`src/rtl/pc_seq_pkg.sv`:
```
// rtl/pc_seq_pkg.sv - shared constants and enums for the fetch-stage PC sequencer
// Feature macro used by this slice: PCSEQ_EXC_EN
package pc_seq_pkg;

  localparam logic [31:0] RESET_VEC = 32'h0000_3000;
  localparam logic [31:0] EXC_VEC   = 32'h0000_4180;

  typedef enum logic [1:0] {BOOT, FETCH, STALL, HALT} state_e;

  typedef enum logic [2:0] {SEQ, BR, J, JR, EXC} npc_sel_e;

endpackage

```
`src/rtl/pc_next_mux.sv`:
```
// rtl/pc_next_mux.sv - combinational next-PC adders and priority select
// Feature macro: PCSEQ_EXC_EN (exception / misaligned-jr redirect)
module pc_next_mux #(
  parameter logic [31:0] EXC_VEC = pc_seq_pkg::EXC_VEC
) (
  input  logic [31:0] pc,
  input  logic [31:0] pc_d,
  input  logic        br_taken,
  input  logic [15:0] br_imm,
  input  logic        j_taken,
  input  logic [25:0] j_index,
  input  logic        jr_taken,
  input  logic [31:0] jr_target,
  input  logic        exc_req,
  output logic [31:0] npc,
  output logic [2:0]  sel
);
  import pc_seq_pkg::*;

  logic [31:0] pc_plus4;
  logic [31:0] pc_d_plus4;
  logic [31:0] br_off;
  logic [31:0] npc_br;
  logic [31:0] npc_j;
  logic [31:0] jr_tgt;
  logic        exc_hit;
  npc_sel_e    sel_e;

  assign pc_plus4   = pc + 32'd4;
  assign pc_d_plus4 = pc_d + 32'd4;
  assign br_off     = {{14{br_imm[15]}}, br_imm, 2'b00};
  assign npc_br     = pc_d_plus4 + br_off;
  assign npc_j      = {pc_d_plus4[31:28], j_index, 2'b00};

`ifdef PCSEQ_EXC_EN
  assign jr_tgt  = jr_target;
  assign exc_hit = exc_req | (jr_taken & (jr_target[1:0] != 2'b00));
`else
  logic unused_in;
  assign unused_in = ^{exc_req, jr_target[1:0]};
  assign jr_tgt    = {jr_target[31:2], 2'b00};
  assign exc_hit   = 1'b0;
`endif

  // j is checked before br, so an illegal br+j pair resolves to j silently
  always_comb begin
    sel_e = SEQ;
    npc   = pc_plus4;
    if (exc_hit) begin
      sel_e = EXC;
      npc   = EXC_VEC;
    end else if (jr_taken) begin
      sel_e = JR;
      npc   = jr_tgt;
    end else if (j_taken) begin
      sel_e = J;
      npc   = npc_j;
    end else if (br_taken) begin
      sel_e = BR;
      npc   = npc_br;
    end
  end

  assign sel = sel_e;

endmodule

```
`src/rtl/pc_sequencer.sv`:
```
// rtl/pc_sequencer.sv - fetch-stage sequencer: PC, fetch handshake, redirects, stall/halt
// Feature macro: PCSEQ_EXC_EN (exception redirect and live epc port)
module pc_sequencer #(
  parameter logic [31:0] RESET_VEC = pc_seq_pkg::RESET_VEC,
  parameter logic [31:0] EXC_VEC   = pc_seq_pkg::EXC_VEC
) (
  input  logic        Clk,
  input  logic        Reset,
  output logic        imem_req,
  output logic [31:0] imem_addr,
  input  logic        imem_ready,
  input  logic        stall,
  input  logic        halt,
  input  logic        br_taken,
  input  logic [15:0] br_imm,
  input  logic        j_taken,
  input  logic [25:0] j_index,
  input  logic        jr_taken,
  input  logic [31:0] jr_target,
  input  logic        exc_req,
  output logic [31:0] pc_d,
  output logic        instr_valid,
  output logic        flush_d,
  output logic [31:0] epc
);
  import pc_seq_pkg::*;

  state_e      state, state_n;
  logic [31:0] pc, pc_n, pc_d_n;
  logic [31:0] pend_pc, pend_pc_n;
  logic        pend_v, pend_v_n;
  logic [31:0] epc_r, epc_n;
  logic        iv_n, fl_n;
  logic [31:0] npc;
  logic [2:0]  sel;
  logic        dec_ok, redir, exc_fire;

  // decode redirects only count while a fetch is live and decode is not frozen
  assign dec_ok = (state == FETCH) && !stall;

  pc_next_mux #(.EXC_VEC(EXC_VEC)) u_next (
    .pc        (pc),
    .pc_d      (pc_d),
    .br_taken  (br_taken & dec_ok),
    .br_imm    (br_imm),
    .j_taken   (j_taken & dec_ok),
    .j_index   (j_index),
    .jr_taken  (jr_taken & dec_ok),
    .jr_target (jr_target),
    .exc_req   (exc_req),
    .npc       (npc),
    .sel       (sel)
  );

  assign redir     = (sel != SEQ);
  assign exc_fire  = (sel == EXC);
  assign imem_req  = (state == FETCH);
  assign imem_addr = pc;

  always_comb begin
    state_n   = state;
    pc_n      = pc;
    pc_d_n    = pc_d;
    pend_v_n  = pend_v;
    pend_pc_n = pend_pc;
    epc_n     = epc_r;
    iv_n      = 1'b0;
    fl_n      = 1'b0;
    case (state)
      BOOT: state_n = FETCH;
      FETCH, STALL: begin
        if (exc_fire) begin
          // exceptions abort any outstanding fetch and drop a pending redirect
          state_n  = FETCH;
          pc_n     = EXC_VEC;
          epc_n    = pc_d;
          fl_n     = 1'b1;
          pend_v_n = 1'b0;
        end else if (halt) begin
          state_n = HALT;
        end else if (state == STALL) begin
          if (!stall) state_n = FETCH;
        end else if (stall) begin
          state_n = STALL;
        end else if (imem_ready) begin
          pc_n     = pend_v ? pend_pc : npc;
          pc_d_n   = pc;
          iv_n     = 1'b1;
          fl_n     = pend_v | redir;
          pend_v_n = 1'b0;
        end else if (redir && !pend_v) begin
          pend_v_n  = 1'b1;
          pend_pc_n = npc;
        end
      end
      HALT:    state_n = HALT;
      default: state_n = BOOT;
    endcase
  end

  always_ff @(posedge Clk or negedge Reset) begin
    if (!Reset) begin
      state       <= BOOT;
      pc          <= RESET_VEC;
      pc_d        <= RESET_VEC;
      pend_v      <= 1'b0;
      pend_pc     <= 32'h0;
      epc_r       <= 32'h0;
      instr_valid <= 1'b0;
      flush_d     <= 1'b0;
    end else begin
      state       <= state_n;
      pc          <= pc_n;
      pc_d        <= pc_d_n;
      pend_v      <= pend_v_n;
      pend_pc     <= pend_pc_n;
      epc_r       <= epc_n;
      instr_valid <= iv_n;
      flush_d     <= fl_n;
    end
  end

`ifdef PCSEQ_EXC_EN
  assign epc = epc_r;
`else
  logic unused_epc;
  assign unused_epc = ^epc_r;
  assign epc        = 32'h0;
`endif

endmodule

```
`config.mk`:
```
export PLATFORM = sky130hd
export DESIGN_NAME = pc_sequencer
export DESIGN_NICKNAME = d
export VERILOG_FILES = /design/src/rtl/pc_seq_pkg.sv /design/src/rtl/pc_next_mux.sv /design/src/rtl/pc_sequencer.sv
export SDC_FILE = /design/constraint.sdc
export NUM_CORES = 1
export LEC_CHECK = 0
export ABC_AREA = 1
export CAP_MARGIN = 10
export CORE_MARGIN = 2
export CORE_UTILIZATION = 25
export CTS_BUF_LIST = sky130_fd_sc_hd__clkbuf_16
export CTS_CLUSTER_DIAMETER = 40
export CTS_CLUSTER_SIZE = 20
export DETAILED_ROUTE_END_ITERATION = 12
export PLACE_DENSITY = 0.49
export SLEW_MARGIN = 20
export SYNTH_ARGS = -nofsm -noshare
export SYNTH_HDL_FRONTEND = slang
export SYNTH_SLANG_ARGS = --single-unit
```
`constraint.sdc`:
```
create_clock -name Clk -period 4.3 [get_ports Clk]
set_clock_uncertainty 0.15 [all_clocks]
set_input_delay 0.86 -clock Clk [delete_from_list [all_inputs] [get_ports Clk]]
set_output_delay 0.86 -clock Clk [all_outputs]
set_load 0.005 [all_outputs]
```
==> reports/summary.txt <==
Pwr dens = 572 nW/um^2
Post-DP HPWL = 25.7 mm
Vias in the first global route = 8833
Core Box Area = 35300 sq um
Mux contribution to synthesized area = 0
DIE AREA = 37200 sq um
Filler Cell Count = 3860
Num CTS Buffers = 9
Setup crit end kind = flop
Post-route insts no fill = 1976
Crit-path max FO = 6
Critical path type = flop to flop
Max Buffers Root-to-Sink = 2
Netlist Area Pre-Place = 8910 sq um
Initial antenna violation count = 1
Largest net degree at the start of global routing = 96
Proportion of netlist area held by the largest area contributor = 0.272
Clk slew on worst S/H paths = 80 ps
GP Congestion = 0.889
Global Route Usage Sum = 0.179
Post-CTS setup buffers = 0
Post-route minimum period = 3870 ps
Total grt overflow = 0
Worst Hold Class = flop to flop
Clk_lat worst skew = 370 ps
Setup TNS = 0 ps
Detailed Route WL = 32.5 mm
CP arrival = 3980 ps
Post-Synth Simple-Gate Area = 0.370
First DRT Iteration DRCs = 687
Ys async rst share = 1.00
Tcrit/Tclk final = 0.900
Hold path cells = 2
Max-slew headroom = 0.420
Fin. max-slew vios = 0
Synth cell types = 49
Largest family of logic cells by synthesized area = simple AND/OR/NAND/NOR gates
Num ports = 182
Commonest cells in the netlist = nand2_1 (425), nor2_1 (175), inv_1 (126)
Ys flop type = dfrtp_1
Largest cells by area after synthesis = dfrtp_1 (27%), nand2_1 (18%), nor2_1 (7.4%)
Syn. warnings = 0
Synth Area in Compound Gates = 0.133
Synth Register Bits = 101
Xor/xnor share of the synthesized area = 0.0442
Nets = 1635
RSZ-0062 raised after global routing = false
Largest area contributor in the netlist = dfrtp_1
Max cap viols = 0
CP required = 4410 ps
Width of the die = 193 microns
Fin Hold WS = 334 ps
Post-route ant nets = 0
Cells after Synth = 1377
Status = completed
Startpoint Class = flop
Clk sinks = 101
Max IR drop VDD = 0.000209 V
Setup violators final = 0
Most common cell in the synthesized netlist = nand2_1
Leak pwr = 5.36 nW
Final hold violation count = 0
CTS Root Cell = clkbuf_16
Sequential fraction of the synthesis area = 0.284
Via Count = 9189
Core Rows = 69
Number of synthesized flops with an enable pin = 0
DRC Markers = 0
DIE HEIGHT = 193 microns
IO Port Bufs = 146
Max frequency = 258 MHz
# placed instances = 1959
CTS tree = done
Via/cell ratio = 4.65
DRT Pass-1 Iters = 7
Share of cells above drive strength 1 = 0.0588
Synthesized area per cell = 6.47 sq um
Worst r2r path cells = 25
Post-Synth Adder-Cell Area = 0.0612
H-tree levels = 3
First-pass GRT wire length = 50.5 mm
Slew @ Worst Pin = 869 ps
Routed len/inst = 16.5 microns
Layout area overhead = 24.1%
Starting Density = 0.252
power by group:
group / switching, W / total, W / internal (W)
Combinational: 0.00210 / 0.00360 / 0.00150
Sequential: 0.000560 / 0.00192 / 0.00136
Clock: 0.000407 / 0.000810 / 0.000403
area by class of cell:
type                            instances  area, sq um  share of cell area
Tap cell                              461          577              0.0521
Clock inverter                          7         60.1             0.00543
Sequential cell                       101         2530               0.229
Multi-Input combinational cell       1101         5560               0.502
Antenna cell                            1         2.50            0.000226
Timing Repair Buffer                  164         1610               0.146
Inverter                              132          495              0.0448
Clock buffer                            9          225              0.0204
stage by stage:
| stage | setup WS, ps | utilization | area (sq um) | total power [W] |
|---|---|---|---|---|
| final | 430 | 0.313 | 11100 | 0.00633 |
| after floorplan | 1060 | - | 9030 | 0.00400 |
| after detailed placement | 391 | 0.305 | 10800 | 0.00554 |
| after global routing | 10.6 | 0.313 | 11100 | 0.00694 |
| after CTS | 367 | 0.313 | 11000 | 0.00638 |
| after global placement | 381 | 0.305 | 10800 | 0.00550 |
logic make-up after synthesis:
family,Yosys count
flip-flops,101
XOR/XNOR,45
buffers and inverters,206
adder cells (fa/ha/maj),43
AND/OR/NAND/NOR,766
other,1
AO/OA/AOI/OAI,215
repair_timing:
item,4_1_cts,5_1_grt
gates resized for setup,0,2
hold buffers,0,0
setup endpoints to repair,0,1
flip-flops by register name, summed over array words and instances (netlist names):
| register | cells |
|---|---|
| state | 2 |
| pc_d | 32 |
| pend_pc | 32 |
| pend_v | 1 |
| flush_d | 1 |
| imem_addr | 32 |
| instr_valid | 1 |
worst paths after layout:
path / startpoint / end / slack (ps)
worst max-delay path: pc_d[12]$_DFFE_PN1P_ / imem_addr[31]$_DFFE_PN0P_ / 430
worst min-delay path: pend_pc[1]$_DFFE_PN0P_ / pend_pc[1]$_DFFE_PN0P_ / 330
worst max register to register: pc_d[12]$_DFFE_PN1P_ / imem_addr[31]$_DFFE_PN0P_ / 430
worst min register to register: pend_pc[1]$_DFFE_PN0P_ / pend_pc[1]$_DFFE_PN0P_ / 330
max in group asynchronous: Reset / pc_d[30]$_DFFE_PN0P_ / 2840
min in group asynchronous: Reset / pend_pc[1]$_DFFE_PN0P_ / 390
worst max-delay path: stages, from the launching register on:
cell	delay, ps
dfstp_2	600
nand2_1	100
nor3_1	200
inv_1	120
nor4_4	200
nand3_1	180
nor2_1	180
nand2_1	80
xor2_1	130
inv_1	50
ha_1	370
nand2_1	90
inv_1	70
nand3_1	160
nor3_1	180
nand2_1	70
nand2_1	90
inv_1	50
nand2_1	60
nand2_1	50
nand3_1	150
nand3_1	90
nand2_1	140
nand3_1	90
nand2_1	90
nand2_1	40
per-layer routing:
metal	global-route usage	wire length [microns]	part of all wire
met5	0	0	0
met4	0.0484	643	0.020
met3	0.0182	1310	0.040
met2	0.289	14900	0.46
met1	0.252	15600	0.48
placed cells by master (no fill, tap or decap), types with 15 or more instances in the layout:
cell and instances:
nand3_1 82, nor3_1 15, ha_1 42, nand2_1 425, xor2_1 32, clkdlybuf4s50_1 145, dfrtp_1 97, nor2_1 174
buf_4 17, o21ai_0 83, conb_1 32, a21oi_1 69, a31oi_1 25, inv_1 126
Power figures use the tool's default switching activity.
